==> config.mk <==
export PLATFORM = sky130hd
export DESIGN_NAME = td4_core
export DESIGN_NICKNAME = d
export VERILOG_FILES = /design/src/rtl/td4_pkg.sv /design/src/rtl/td4_decode.sv /design/src/rtl/td4_core.sv
export SDC_FILE = /design/constraint.sdc
export NUM_CORES = 1
export LEC_CHECK = 0
export BUFFER_PORTS_ARGS = -buffer_cell sky130_fd_sc_hd__buf_2
export CAP_MARGIN = 10
export CORE_ASPECT_RATIO = 0.75
export CORE_UTILIZATION = 50
export DETAILED_ROUTE_END_ITERATION = 7
export GPL_TIMING_DRIVEN = 0
export HOLD_SLACK_MARGIN = 0.06
export PLACE_DENSITY = 0.8
export SKIP_CTS_REPAIR_TIMING = 1
export SYNTH_ARGS = -nofsm -noshare
export SYNTH_HDL_FRONTEND = slang
export SYNTH_SLANG_ARGS = --single-unit
==> constraint.sdc <==
create_clock -name clk -period 2.85 [get_ports clk]
set_input_delay 0.285 -clock clk [delete_from_list [all_inputs] [get_ports clk]]
set_output_delay 0.285 -clock clk [all_outputs]
set_load 0.05 [all_outputs]
==> src/rtl/td4_pkg.sv <==
// Shared widths, opcode encodings and decode selector types for the TD4 core.
package td4_pkg;

  localparam int DATA_W = 4;
  localparam int ADDR_W = 4;

  localparam logic [3:0] OP_ADD_A  = 4'b0000;
  localparam logic [3:0] OP_MOV_AB = 4'b0001;
  localparam logic [3:0] OP_IN_A   = 4'b0010;
  localparam logic [3:0] OP_MOV_AI = 4'b0011;
  localparam logic [3:0] OP_MOV_BA = 4'b0100;
  localparam logic [3:0] OP_ADD_B  = 4'b0101;
  localparam logic [3:0] OP_IN_B   = 4'b0110;
  localparam logic [3:0] OP_MOV_BI = 4'b0111;
  localparam logic [3:0] OP_OUT_B  = 4'b1001;
  localparam logic [3:0] OP_OUT_I  = 4'b1011;
  localparam logic [3:0] OP_JNC    = 4'b1110;
  localparam logic [3:0] OP_JMP    = 4'b1111;

  typedef enum logic [1:0] {
    SRC_A    = 2'd0,
    SRC_B    = 2'd1,
    SRC_IN   = 2'd2,
    SRC_ZERO = 2'd3
  } src_sel_t;

  typedef enum logic [1:0] {
    DST_A    = 2'd0,
    DST_B    = 2'd1,
    DST_OUT  = 2'd2,
    DST_NONE = 2'd3
  } dst_sel_t;

endpackage

==> src/rtl/td4_decode.sv <==
// Combinational opcode decode: ALU source, write destination and jump kind.
module td4_decode
  import td4_pkg::*;
(
  input  logic [3:0] i_opcode,
  output src_sel_t   o_src_sel,
  output dst_sel_t   o_dst_sel,
  output logic       o_jump,
  output logic       o_jnc
);

  // Jumps, OUT im and NOPs use a zero source so the ALU carry-out clears C.
  always_comb begin
    o_src_sel = SRC_ZERO;
    o_dst_sel = DST_NONE;
    o_jump    = 1'b0;
    o_jnc     = 1'b0;
    case (i_opcode)
      OP_ADD_A:  begin o_src_sel = SRC_A;    o_dst_sel = DST_A;   end
      OP_MOV_AB: begin o_src_sel = SRC_B;    o_dst_sel = DST_A;   end
      OP_IN_A:   begin o_src_sel = SRC_IN;   o_dst_sel = DST_A;   end
      OP_MOV_AI: begin o_src_sel = SRC_ZERO; o_dst_sel = DST_A;   end
      OP_MOV_BA: begin o_src_sel = SRC_A;    o_dst_sel = DST_B;   end
      OP_ADD_B:  begin o_src_sel = SRC_B;    o_dst_sel = DST_B;   end
      OP_IN_B:   begin o_src_sel = SRC_IN;   o_dst_sel = DST_B;   end
      OP_MOV_BI: begin o_src_sel = SRC_ZERO; o_dst_sel = DST_B;   end
      OP_OUT_B:  begin o_src_sel = SRC_B;    o_dst_sel = DST_OUT; end
      OP_OUT_I:  begin o_src_sel = SRC_ZERO; o_dst_sel = DST_OUT; end
      OP_JNC:    o_jnc  = 1'b1;
      OP_JMP:    o_jump = 1'b1;
      default:   ;
    endcase
  end

endmodule

==> src/rtl/td4_core.sv <==
// TD4 4-bit single-cycle CPU: fetches from an external 16x8 ROM, executes one
// instruction per enabled clock edge.
module td4_core
  import td4_pkg::*;
#(
  parameter logic [ADDR_W-1:0] RESET_PC  = 4'h0,
  parameter logic [DATA_W-1:0] OUT_RESET = 4'h0
) (
  input  logic              clk,
  input  logic              rst_n,
  input  logic              en,
  output logic [ADDR_W-1:0] rom_addr,
  input  logic [7:0]        rom_data,
  input  logic [DATA_W-1:0] in_port,
  output logic [DATA_W-1:0] out_port,
  output logic              carry,
  output logic [DATA_W-1:0] a_dbg,
  output logic [DATA_W-1:0] b_dbg,
  output logic [ADDR_W-1:0] pc_dbg
);

  logic [DATA_W-1:0] r_a, r_b, r_out;
  logic [ADDR_W-1:0] r_pc;
  logic              r_c;

  logic [3:0]        w_opcode;
  logic [3:0]        w_imm;
  src_sel_t          w_src_sel;
  dst_sel_t          w_dst_sel;
  logic              w_jump, w_jnc;
  logic [DATA_W-1:0] w_src;
  logic [DATA_W:0]   w_sum;
  logic              w_take;

  assign w_opcode = rom_data[7:4];
  assign w_imm    = rom_data[3:0];

  td4_decode u_decode (
    .i_opcode  (w_opcode),
    .o_src_sel (w_src_sel),
    .o_dst_sel (w_dst_sel),
    .o_jump    (w_jump),
    .o_jnc     (w_jnc)
  );

  always_comb begin
    w_src = '0;
    case (w_src_sel)
      SRC_A:    w_src = r_a;
      SRC_B:    w_src = r_b;
      SRC_IN:   w_src = in_port;
      default:  w_src = '0;
    endcase
  end

  assign w_sum  = {1'b0, w_src} + {1'b0, w_imm};
  // JNC looks at the flag held before this edge, not the one being written.
  assign w_take = w_jump | (w_jnc & ~r_c);

  always_ff @(posedge clk or negedge rst_n) begin
    if (!rst_n) begin
      r_a   <= '0;
      r_b   <= '0;
      r_c   <= 1'b0;
      r_pc  <= RESET_PC;
      r_out <= OUT_RESET;
    end else if (en) begin
      r_c  <= w_sum[DATA_W];
      r_pc <= w_take ? w_imm : r_pc + 4'd1;
      case (w_dst_sel)
        DST_A:   r_a   <= w_sum[DATA_W-1:0];
        DST_B:   r_b   <= w_sum[DATA_W-1:0];
        DST_OUT: r_out <= w_sum[DATA_W-1:0];
        default: ;
      endcase
    end
  end

  assign rom_addr = r_pc;
  assign pc_dbg   = r_pc;
  assign a_dbg    = r_a;
  assign b_dbg    = r_b;
  assign carry    = r_c;
  assign out_port = r_out;

endmodule

Yosys cells after proc, flatten, opt, wreduce, memory -nomap -nowiden. Index checks and enable logic that the tools add are counted.

Input port bits: 15. Output and inout bits: 21. Bits in registers: 17.

Bitwise operators: 3. Reduce and logical (&&, ||, !) cells: 12. Add/sub/neg operators: 2. Muxes and demuxes: 6. Equality and inequality tests: 15.

Operators with widths (count): $eq A4 B3 Y1 const B (4); $eq A4 B4 Y1 const B (4); $pmux W2 S3 (2); $pmux W4 S3 (1); $eq A4 B2 Y1 const B (2); $reduce_or A4 Y1 (2); $reduce_and A2 Y1 (3); $reduce_or A2 Y1 (3); $add A4 B4 Y5 (1); $add A4 B1 Y4 const B (1); $eq A2 B1 Y1 const B (2); $eq A2 B2 Y1 const B (2); $eq A4 B1 Y1 const B (1); $logic_not A2 Y1 (2); $logic_not A4 Y1 (1); $mux W4 (1); $reduce_or A3 Y1 (1); $mux W1 (2); $and A1 B1 Y1 (1); $not A1 Y1 (1); $or A1 B1 Y1 (1).

Depth between registers and ports, before layout. Gate-level depths: netlist of the first run.

Depth after elaboration: 6. Depth in mapped cells: 8. Gate-level depth less buffers: 8.

Modules after synthesis. From an unflattened synthesis of the first run, not the netlist that was laid out.

Cells, all modules: 106. Area, all modules: 1019.7 um2.

Modules (own cells, without submodules): td4_core (times used 1, cells an instance 97, area an instance 970.9 um2); td4_decode (times used 1, cells an instance 9, area an instance 48.8 um2).

Worst setup path after synthesis of the first run. No wires, ideal clock.

Kind: input-to-reg. Start: input port rom_data[7]. End: register r_a[1], in the netlist a_dbg[1]. Data required time: 2.725 ns. Library setup time: 0.125 ns. Data arrival time: 1.847 ns. Cell stages on the path: 6. Buffers on the path: 1. Setup slack: 0.878 ns. Cells stage by stage: buf_2 > a211oi_1 > o2bb2ai_1 > ha_1 > fa_1 > mux2_2.

Longest elaborated chain between the ends: 6. Elaborated cells on any way between the ends: 25. Those cells by class: add/sub (1); eq/ne (11); mux (3); reduce/logical (10).

RTL lines: from (decl) (line td4_core.sv:13) `input logic [7:0] rom_data,`; $eq A4 B1 Y1 (tied with other cells) (line td4_decode.sv:18) `case (i_opcode)`; $reduce_or A3 Y1 (no line) / $reduce_or A2 Y1 (equally long branches); $pmux W2 S3 * (line td4_decode.sv:18); $eq A2 B2 Y1 (tied with other cells) (line td4_core.sv:48) `case (w_src_sel)`; $pmux W4 S3 * (line td4_core.sv:48); $add A4 B4 Y5 * (line td4_core.sv:56) `assign w_sum = {1'b0, w_src} + {1'b0, w_imm};`; net w_sum[1] (line td4_core.sv:32) `logic [DATA_W:0] w_sum;`; to (signal assigned) (line td4_core.sv:71) `DST_A: r_a <= w_sum[DATA_W-1:0];`; to (decl) (line td4_core.sv:22) `logic [DATA_W-1:0] r_a, r_b, r_out;`.

The timed path passes the listed nets; every way through them passes the cells marked *. A chain may end at the register's enable or synchronous reset.

Worst setup path after layout of the first run.
Start: input port rom_data[4]. End: register r_a[3], in the netlist a_dbg[3].

Longest elaborated chain between the ends: 6. Elaborated cells on any way between the ends: 25. Those cells by class: add/sub (1); eq/ne (11); mux (3); reduce/logical (10).

RTL lines (line): $eq A4 B1 Y1 (tied with other cells) (td4_decode.sv:18); $reduce_or A3 Y1 (no line) / $reduce_or A2 Y1 (equally long branches); $pmux W2 S3 (td4_decode.sv:18); $eq A2 B2 Y1 (tied with other cells) (td4_core.sv:48); $pmux W4 S3 (td4_core.sv:48); $add A4 B4 Y5 (td4_core.sv:56).

Several ways; a longest one is shown, not always the timed one.

==> impl_metrics.json, run 1 <==
{
  "dr.pass1.iters": 4,
  "rows": 13,
  "antenna_found_initial": 0,
  "fin_crit_ps": 2030,
  "hp-class": "in2reg",
  "grt_max_degree": 18,
  "setup_viol": 0,
  "maxCapViolCount": 0,
  "synthDistinctLibCells": 36,
  "num_vias": 909,
  "drv_slew": 0,
  "drtIter0Drc": 26,
  "max_slew.worst_pin.slew_ps": 598,
  "area_delta_synth_final_pct": 22.8,
  "die-area_um2": 2230,
  "grtUsageTotal": 0.252,
  "dieWidth_um": 54.2,
  "initial_core_util": 0.561,
  "maxUsedRoutingLayer": "met4",
  "totalNegativeSetupSlack_ps": 0,
  "core_area_um2": 1820,
  "p_sw_mw": 0.642,
  "seqCellArea_um2": 425,
  "rsz0062_at_grt": "no",
  "place.port_buffers": 33,
  "synthFlopType": "dfrtp_1",
  "fillers": 157,
  "htree_levels": 1,
  "holdWs_ps": 269,
  "leakagePower_nw": 0.608,
  "synth.cell_area_um2": 1020,
  "vias_per_cell": 5.83,
  "status": "complete, no violations",
  "power_mw": 1.21,
  "syn_nets": 117,
  "root_buffer": "clkbuf_4",
  "cts_max_path_buffers": 2,
  "routed_wl_um": 2390,
  "antenna_cells": 0,
  "synth-seq-cells": 17,
  "finalClockSkew_ps": 4.59,
  "power.density_nw_per_um2": 967,
  "synth-edff-count": 0,
  "overflow": 0,
  "crit_required_ps": 3040,
  "intPower_mw": 0.572,
  "reg2reg_slack_ps": 1020,
  "cts_tree": "done",
  "stdcell_area_um2": 1250,
  "slew_headroom": 0.599,
  "final_nets": 156,
  "crit_type": "in2reg",
  "insertion_delay_ps": 310,
  "yosys_warnings": 0,
  "async_flop_share": 1.00,
  "vdd_drop_max_v": 0.000816,
  "synthCells": 96,
  "drive_gt1_frac": 0.388,
  "wl_met3_um": 146,
  "place_congestion": 0.899,
  "cp.arrival_ps": 2220,
  "syn_avg_cell_area_um2": 10.6,
  "ys_seq_area_frac": 0.416,
  "wl_met1_um": 1160,
  "wl_per_cell_um": 15.3,
  "clock-sinks": 17,
  "fin_crit_sh": 0.712,
  "grt_pass1_wl_um": 3640,
  "worstSetupEndpointType": "flip-flop",
  "final_hold_viol_count": 0,
  "cts_buffers": 3,
  "sw_frac_of_total": 0.529,
  "clkPwrFrac": 0.114,
  "wl_met2_um": 1070,
  "dpl.hpwl_um": 1780,
  "worstPathMaxFanout": 5,
  "power_frac_seq": 0.311,
  "multi_input_area_um2": 542,
  "die_h_um": 41.2,
  "dpl_cell_area_um2": 1210,
  "crit_path_start_kind": "input pin",
  "ant_nets": 0,
  "ioPinCount": 36,
  "grt_pass1_vias": 788,
  "fmaxAchievable_ghz": 0.492,
  "drc": 0,
  "clk_pin_slew_ps": 100,
  "p_comb_frac": 0.575
}
==> cell usage after synthesis (2+ instances only) <==
master / n / share of area
nor2_1: 4 / 0.015
nand2b_1: 5 / 0.031
ha_1: 5 / 0.061
nand3_1: 3 / 0.015
buf_2: 2 / 0.0098
dfrtp_1: 17 / 0.42
inv_1: 2 / 0.0073
mux2i_1: 4 / 0.039
a21oi_1: 4 / 0.020
o21ai_0: 4 / 0.020
and3_1: 2 / 0.012
nor2b_1: 2 / 0.012
nand3b_1: 2 / 0.015
o31ai_1: 2 / 0.015
mux2_2: 6 / 0.066
o2bb2ai_1: 4 / 0.034
buf_4: 5 / 0.037
nand2_1: 5 / 0.018
==> placed cells by master (no fill, tap or decap), types with 2 or more instances in the layout <==
cell type  netlist  routed
o2bb2ai_1        4       4
nand2_1          5       5
a21oi_1          4       4
mux2_2           6       6
nor2b_1          2       2
nor2_1           4       4
buf_4            5       5
nand3b_1         2       2
nand2b_1         5       5
ha_1             5       5
inv_1            2       2
o31ai_1          2       2
o21ai_0          4       4
clkbuf_4         0       3
dfrtp_1         17      17
mux2i_1          4       4
buf_2            2      35
and3_1           2       2
nand3_1          3       3
==> flip-flops by register name (all words and copies together) (netlist names) <==
signal,flops
b_dbg,4
carry,1
out_port,4
pc_dbg,4
a_dbg,4
==> final timing paths <==
| path | from | to | cells after the start |
|---|---|---|---|
| hold reg to reg | out_port[2] | out_port[2] | 2 |
| hold / removal | rom_data[2] | pc_dbg[2] | 2 |
| max in group asynchronous | rst_n | pc_dbg[2] | 2 |
| setup / recovery | rom_data[4] | a_dbg[3] | 8 |
| setup reg to reg | a_dbg[2] | a_dbg[3] | 6 |
| min in group asynchronous | rst_n | b_dbg[0] | 2 |
==> metrics by stage <==
stage	std cells	utilization	setup WS, ps
after detailed placement	151	0.667	571
after CTS	155	0.683	838
final	156	0.689	819
after global placement	151	0.667	666
after global routing	156	0.689	685
after floorplan	96	-	878
==> area by class of cell <==
type	count	share of cell area
flip-flops and latches	17	0.339
clock buffers	3	0.0179
clock inverters	1	0.00598
plain buffers	7	0.0379
multi-input cells	70	0.432
repair buffers	34	0.140
inverters	2	0.00598
well taps	22	0.0219
==> power by group through the flow <==
stage / logic, mW / clock network [mW] / registers, mW
2_1_floorplan: 0.266 / 0 / 0.651
3_5_place_dp: 0.694 / 0 / 0.382
6_report: 0.697 / 0.139 / 0.377
4_1_cts: 0.698 / 0.142 / 0.378
5_1_grt: 0.744 / 0.151 / 0.387
3_3_place_gp: 0.684 / 0 / 0.377
==> logic make-up after synthesis <==
logic type / after synthesis / synth area share
AND/OR/NAND/NOR: 28 / 0.159
AO/OA/AOI/OAI: 25 / 0.176
flip-flops: 17 / 0.416
multiplexers: 10 / 0.105
buffers and inverters: 9 / 0.0539
adder cells (fa/ha/maj): 6 / 0.0808
XOR/XNOR: 1 / 0.00857
==> worst max-delay path: stages <==
cell and delay [ps]:
buf_2 130, inv_1 50, a211oi_1 520, o2bb2ai_1 180
ha_1 290, a21oi_1 220, a21boi_0 180, o41ai_1 360
==> layer usage <==
layer	vias up	track usage
li1	436	-
met1	437	0.345
met2	32	0.384
met3	4	0.0778
met4	0	0.0769
met5	-	0
Note: power is estimated with default switching activity, not from simulation.
==> run 2, diff against run 1 <==
--- a/config.mk
+++ b/config.mk
@@ -8,11 +8,11 @@
 export BUFFER_PORTS_ARGS = -buffer_cell sky130_fd_sc_hd__buf_2
 export CAP_MARGIN = 10
 export CORE_ASPECT_RATIO = 0.75
-export CORE_UTILIZATION = 50
+export CORE_UTILIZATION = 44
 export DETAILED_ROUTE_END_ITERATION = 7
 export GPL_TIMING_DRIVEN = 0
 export HOLD_SLACK_MARGIN = 0.06
-export PLACE_DENSITY = 0.8
+export PLACE_DENSITY = 0.75
 export SKIP_CTS_REPAIR_TIMING = 1
 export SYNTH_ARGS = -nofsm -noshare
 export SYNTH_HDL_FRONTEND = slang
==> constraint.sdc (replaced) <==
create_clock -name clk -period 1.65 [get_ports clk]
set_input_delay 0.165 -clock clk [delete_from_list [all_inputs] [get_ports clk]]
set_output_delay 0.165 -clock clk [all_outputs]
set_load 0.05 [all_outputs]
==> impl_metrics.json, run 2 (same netlist as run 1, synthesis figures left out) <==
{
  "placed_cells": 153,
  "pre_cts_ws_ps": -255,
  "grtUsageTotal": 0.224,
  "max_slew.worst_pin.slew_ps": 395,
  "maxUsedRoutingLayer": "met4",
  "wl_met3_um": 168,
  "ant_nets": 0,
  "dpl_cell_area_um2": 1260,
  "path_delay_family": "adder cells",
  "ioPinCount": 36,
  "setup_viol": 4,
  "area_delta_synth_final_pct": 33.8,
  "crit_type": "reg2reg",
  "fin_crit_sh": 1.06,
  "leakagePower_nw": 0.633,
  "place_congestion": 0.802,
  "r2r_cells": 7,
  "status": "finished with violations",
  "critPathMaxStageDelay_ps": 430,
  "num_vias": 937,
  "crit_buf_inv": 0,
  "slew_headroom": 0.737,
  "crit_path_start_kind": "flip-flop",
  "hold_path.startpoint": "rom_data[0]",
  "rr_startpoint": "a_dbg[0]",
  "dpl.hpwl_um": 1950,
  "timing.final.ws_setup_ps": -98.0,
  "drc": 3,
  "finalClockSkew_ps": 7.87,
  "insertion_delay_ps": 300,
  "final_common_cell": "buf_2",
  "fin_crit_ps": 1750,
  "htree_levels": 1,
  "vdd_drop_max_v": 0.000708,
  "cts_max_path_buffers": 2,
  "min_path_cells": 3,
  "clock-sinks": 17,
  "final_cell_mix": "35 x buf_2, 12 x dfrtp_1, 7 x buf_4",
  "place.port_buffers": 33,
  "maxCapViolCount": 0,
  "cp_cell_sequence": "mux2i_2 -> o2bb2ai_2 -> ha_2 -> fa_2 -> a21o_1 -> a21oi_1 -> a21oi_1",
  "drv_slew": 0,
  "fmaxAchievable_ghz": 0.572,
  "clk_pin_slew_ps": 100,
  "power_mw": 2.20,
  "vias_per_cell": 5.86,
  "cts_buffers": 3,
  "path_common_cell": "a21oi_1",
  "dieWidth_um": 57.7,
  "hp-class": "in2reg",
  "min_to": "pc_dbg[0]",
  "final_hold_viol_count": 0,
  "grt_max_degree": 18,
  "final_cells": 160,
  "grt_pass1_wl_um": 4040,
  "rr_endpoint": "carry",
  "antenna_cells": 0,
  "rsz0062_at_grt": "yes",
  "dr.pass1.iters": 6,
  "wl_met1_um": 1160,
  "core_area_um2": 2100,
  "violations": "design-rule violations, negative setup slack",
  "power.density_nw_per_um2": 1610,
  "cp.arrival_ps": 1940,
  "cts_tree": "done",
  "rows": 14,
  "wl_per_cell_um": 16.1,
  "totalNegativeSetupSlack_ps": -264,
  "drtIter0Drc": 18,
  "final_nets": 158,
  "routed_wl_um": 2580,
  "crit_required_ps": 1840,
  "antenna_found_initial": 0,
  "fillers": 185,
  "die_h_um": 43.7,
  "reg2reg_slack_ps": -100,
  "root_buffer": "clkbuf_4",
  "cp_slowest_cell": "dfrtp_2",
  "worstSetupEndpointType": "flip-flop",
  "die-area_um2": 2520,
  "drive_gt1_frac": 0.537,
  "grt_pass1_vias": 842,
  "worstPathMaxFanout": 2,
  "initial_core_util": 0.486,
  "stdcell_area_um2": 1370,
  "wl_met2_um": 1210,
  "overflow": 0
}
[run 2: changes by cell type in the layout (fill, tap and decap cells not counted), moves of 2 or more]
| cell | delta |
|---|---|
| buf_4 | +2 |
| dfrtp_2 | +5 |
| dfrtp_1 | -5 |
| o31ai_2 | +2 |
| o21ai_1 | +2 |
| o31ai_1 | -2 |
| o21ai_0 | -2 |
| ha_1 | -2 |
| o2bb2ai_2 | +3 |
| o2bb2ai_1 | -3 |
[run 2: where the power goes]
group          leakage [nW]  total, mW  internal (mW)  switching [mW]
clock network        0.0150      0.230         0.0945           0.135
registers             0.196      0.675          0.557           0.118
logic                 0.422       1.29          0.399           0.892
[run 2: how the worst max path moves through the flow]
stage | startpoint | endpoint | slack (ps) | depth (start not counted)
2_1_floorplan | a_dbg[0] | out_port[1] | -110 | 5
3_3_place_gp | rom_data[7] | out_port[1] | -200 | 6
3_5_place_dp | rom_data[7] | b_dbg[1] | -260 | 6
4_1_cts | a_dbg[0] | b_dbg[2] | -110 | 6
5_1_grt | a_dbg[0] | carry | -180 | 7
6_report | a_dbg[0] | carry | -100 | 7
[run 2: final cells by class]
type,count,area (um2),share of cell area
Buffer,7,47.5,0.0348
Timing Repair Buffer,36,190,0.139
Tap cell,24,30.0,0.0220
Clock buffer,4,26.3,0.0192
Multi-Input combinational cell,70,634,0.464
Sequential cell,17,432,0.316
Inverter,2,7.51,0.00549
[run 2: layer usage]
layer / global-route usage / vias up
li1: - / 435
met1: 0.298 / 462
met2: 0.358 / 35
met3: 0.0657 / 5
met4: 0.0714 / 0
met5: 0 / -
[run 2: worst register-to-register path, cell delays in order (launching register included)]
cell and delay (ps):
dfrtp_2 430, mux2i_2 170, o2bb2ai_2 80, ha_2 190
fa_2 370, a21o_1 180, a21oi_1 140, a21oi_1 80
[run 2: through the flow]
stage / utilization / hold slack, ps
floorplan: - / -131
detailed placement: 0.598 / 111
global route: 0.651 / 162
global placement: 0.598 / 104
CTS: 0.611 / -218
finish: 0.651 / 168
==> run 3, diff against run 2 <==
--- a/config.mk
+++ b/config.mk
@@ -7,12 +7,13 @@
 export LEC_CHECK = 0
 export BUFFER_PORTS_ARGS = -buffer_cell sky130_fd_sc_hd__buf_2
 export CAP_MARGIN = 10
-export CORE_ASPECT_RATIO = 0.75
-export CORE_UTILIZATION = 44
+export CORE_ASPECT_RATIO = 0.8
+export CORE_UTILIZATION = 48
 export DETAILED_ROUTE_END_ITERATION = 7
 export GPL_TIMING_DRIVEN = 0
 export HOLD_SLACK_MARGIN = 0.06
-export PLACE_DENSITY = 0.75
+export MAX_ROUTING_LAYER = met4
+export PLACE_DENSITY = 0.77
 export SKIP_CTS_REPAIR_TIMING = 1
 export SYNTH_ARGS = -nofsm -noshare
 export SYNTH_HDL_FRONTEND = slang
==> constraint.sdc (replaced) <==
create_clock -name clk -period 1.8 [get_ports clk]
set_input_delay 0.18 -clock clk [delete_from_list [all_inputs] [get_ports clk]]
set_output_delay 0.18 -clock clk [all_outputs]
set_load 0.05 [all_outputs]
==> impl_metrics.json, run 3 (same netlist as run 1, synthesis figures left out) <==
{
  "area_delta_synth_final_pct": 26.6,
  "crit_path_start_kind": "flip-flop",
  "place.port_buffers": 33,
  "fin_util": 0.665,
  "status": "complete, no violations",
  "root_buffer": "clkbuf_4",
  "slew_headroom": 0.740,
  "hp-class": "in2reg",
  "fin_crit_ps": 1780,
  "stdcell_area_um2": 1290,
  "final_common_cell": "buf_2",
  "clock-sinks": 17,
  "grt_util_met1": 0.285,
  "grt_pass1_vias": 790,
  "core_area_um2": 1940,
  "die_h_um": 43.3,
  "crit_type": "reg2reg",
  "antenna_cells": 0,
  "grtUsageTotal": 0.226,
  "rows": 14,
  "dieWidth_um": 53.6,
  "antenna_found_initial": 0,
  "overflow": 0,
  "worstPathMaxFanout": 4,
  "final_cells": 158,
  "routed_wl_um": 2280,
  "crit_required_ps": 2000,
  "fmaxAchievable_ghz": 0.563,
  "met3_usage": 0.0753,
  "maxCapViolCount": 0,
  "final_nets": 156,
  "cp.arrival_ps": 1980,
  "max_slew.worst_pin.slew_ps": 390,
  "cts_max_path_buffers": 2,
  "placed_cells": 153,
  "finalClockSkew_ps": 5.53,
  "power.density_nw_per_um2": 1500,
  "cts_tree": "done",
  "dpl_cell_area_um2": 1230,
  "dpl.hpwl_um": 1830,
  "wl_per_cell_um": 14.4,
  "die-area_um2": 2320,
  "vdd_drop_max_v": 0.00108,
  "grt.busiest_layer": "met2",
  "ioPinCount": 36,
  "cts_buffers": 3,
  "vias_per_cell": 5.67,
  "drv_slew": 0,
  "drc": 0,
  "place_congestion": 0.773,
  "ant_nets": 0,
  "rsz0062_at_grt": "yes",
  "fin_crit_sh": 0.986,
  "num_vias": 896,
  "initial_core_util": 0.526,
  "grt_max_degree": 18,
  "reg2reg_slack_ps": 20,
  "final_cell_mix": "35 x buf_2, 14 x dfrtp_1, 6 x mux2_2",
  "drtIter0Drc": 30,
  "clk_pin_slew_ps": 110,
  "final_hold_viol_count": 0,
  "worstSetupEndpointType": "flip-flop",
  "use_met2": 0.333,
  "dr.pass1.iters": 4,
  "drive_gt1_frac": 0.463,
  "fillers": 148,
  "htree_levels": 1,
  "leakagePower_nw": 0.614,
  "setup_viol": 0,
  "insertion_delay_ps": 300,
  "grt_pass1_wl_um": 3560
}
==> run 3: stage by stage <==
stage | setup slack (ps) | hold slack, ps | TNS, ps | total power, mW
global route | -75.7 | 148 | -76.9 | 2.06
global placement | -137 | 123 | -552 | 1.69
detailed placement | -185 | 125 | -781 | 1.72
CTS | -65.0 | -207 | -191 | 1.93
finish | 24.4 | 167 | 0 | 1.94
floorplan | -15.8 | -116 | -15.8 | 1.46
==> run 3: where the power goes <==
group / leakage [nW] / switching, mW / internal [mW]
logic: 0.402 / 0.797 / 0.329
registers: 0.198 / 0.0958 / 0.508
clock network: 0.0139 / 0.129 / 0.0847
total: 0.614 / 1.02 / 0.922
==> run 3: routing by layer <==
layer	part of all wire	up-vias
met5	0	-
met4	0.014	0
met3	0.065	6
met2	0.45	35
met1	0.47	421
li1	-	434
==> run 3: worst max-delay path: stages (launching register included) <==
cell       delay (ps)
dfrtp_2           420
mux2i_1           170
o2bb2ai_1          90
ha_2              380
nand3_1           120
and3b_1           220
o41ai_2           280
==> run 3: layout make-up <==
cell class,count,area (um2),area share
repair buffers,34,175,0.135
well taps,24,30.0,0.0232
inverters,2,7.51,0.00580
multi-input cells,70,574,0.444
plain buffers,7,47.5,0.0368
clock inverters,1,7.51,0.00580
flip-flops and latches,17,429,0.332
clock buffers,3,22.5,0.0174
==> run 3: worst paths after layout <==
check / startpoint / end / cells after the start
max in group asynchronous: rst_n / a_dbg[0] / 2
min reg2reg: out_port[3] / out_port[3] / 2
min: rom_data[2] / pc_dbg[2] / 2
min in group asynchronous: rst_n / pc_dbg[1] / 2
max reg2reg: a_dbg[2] / a_dbg[3] / 6
max: a_dbg[2] / a_dbg[3] / 6
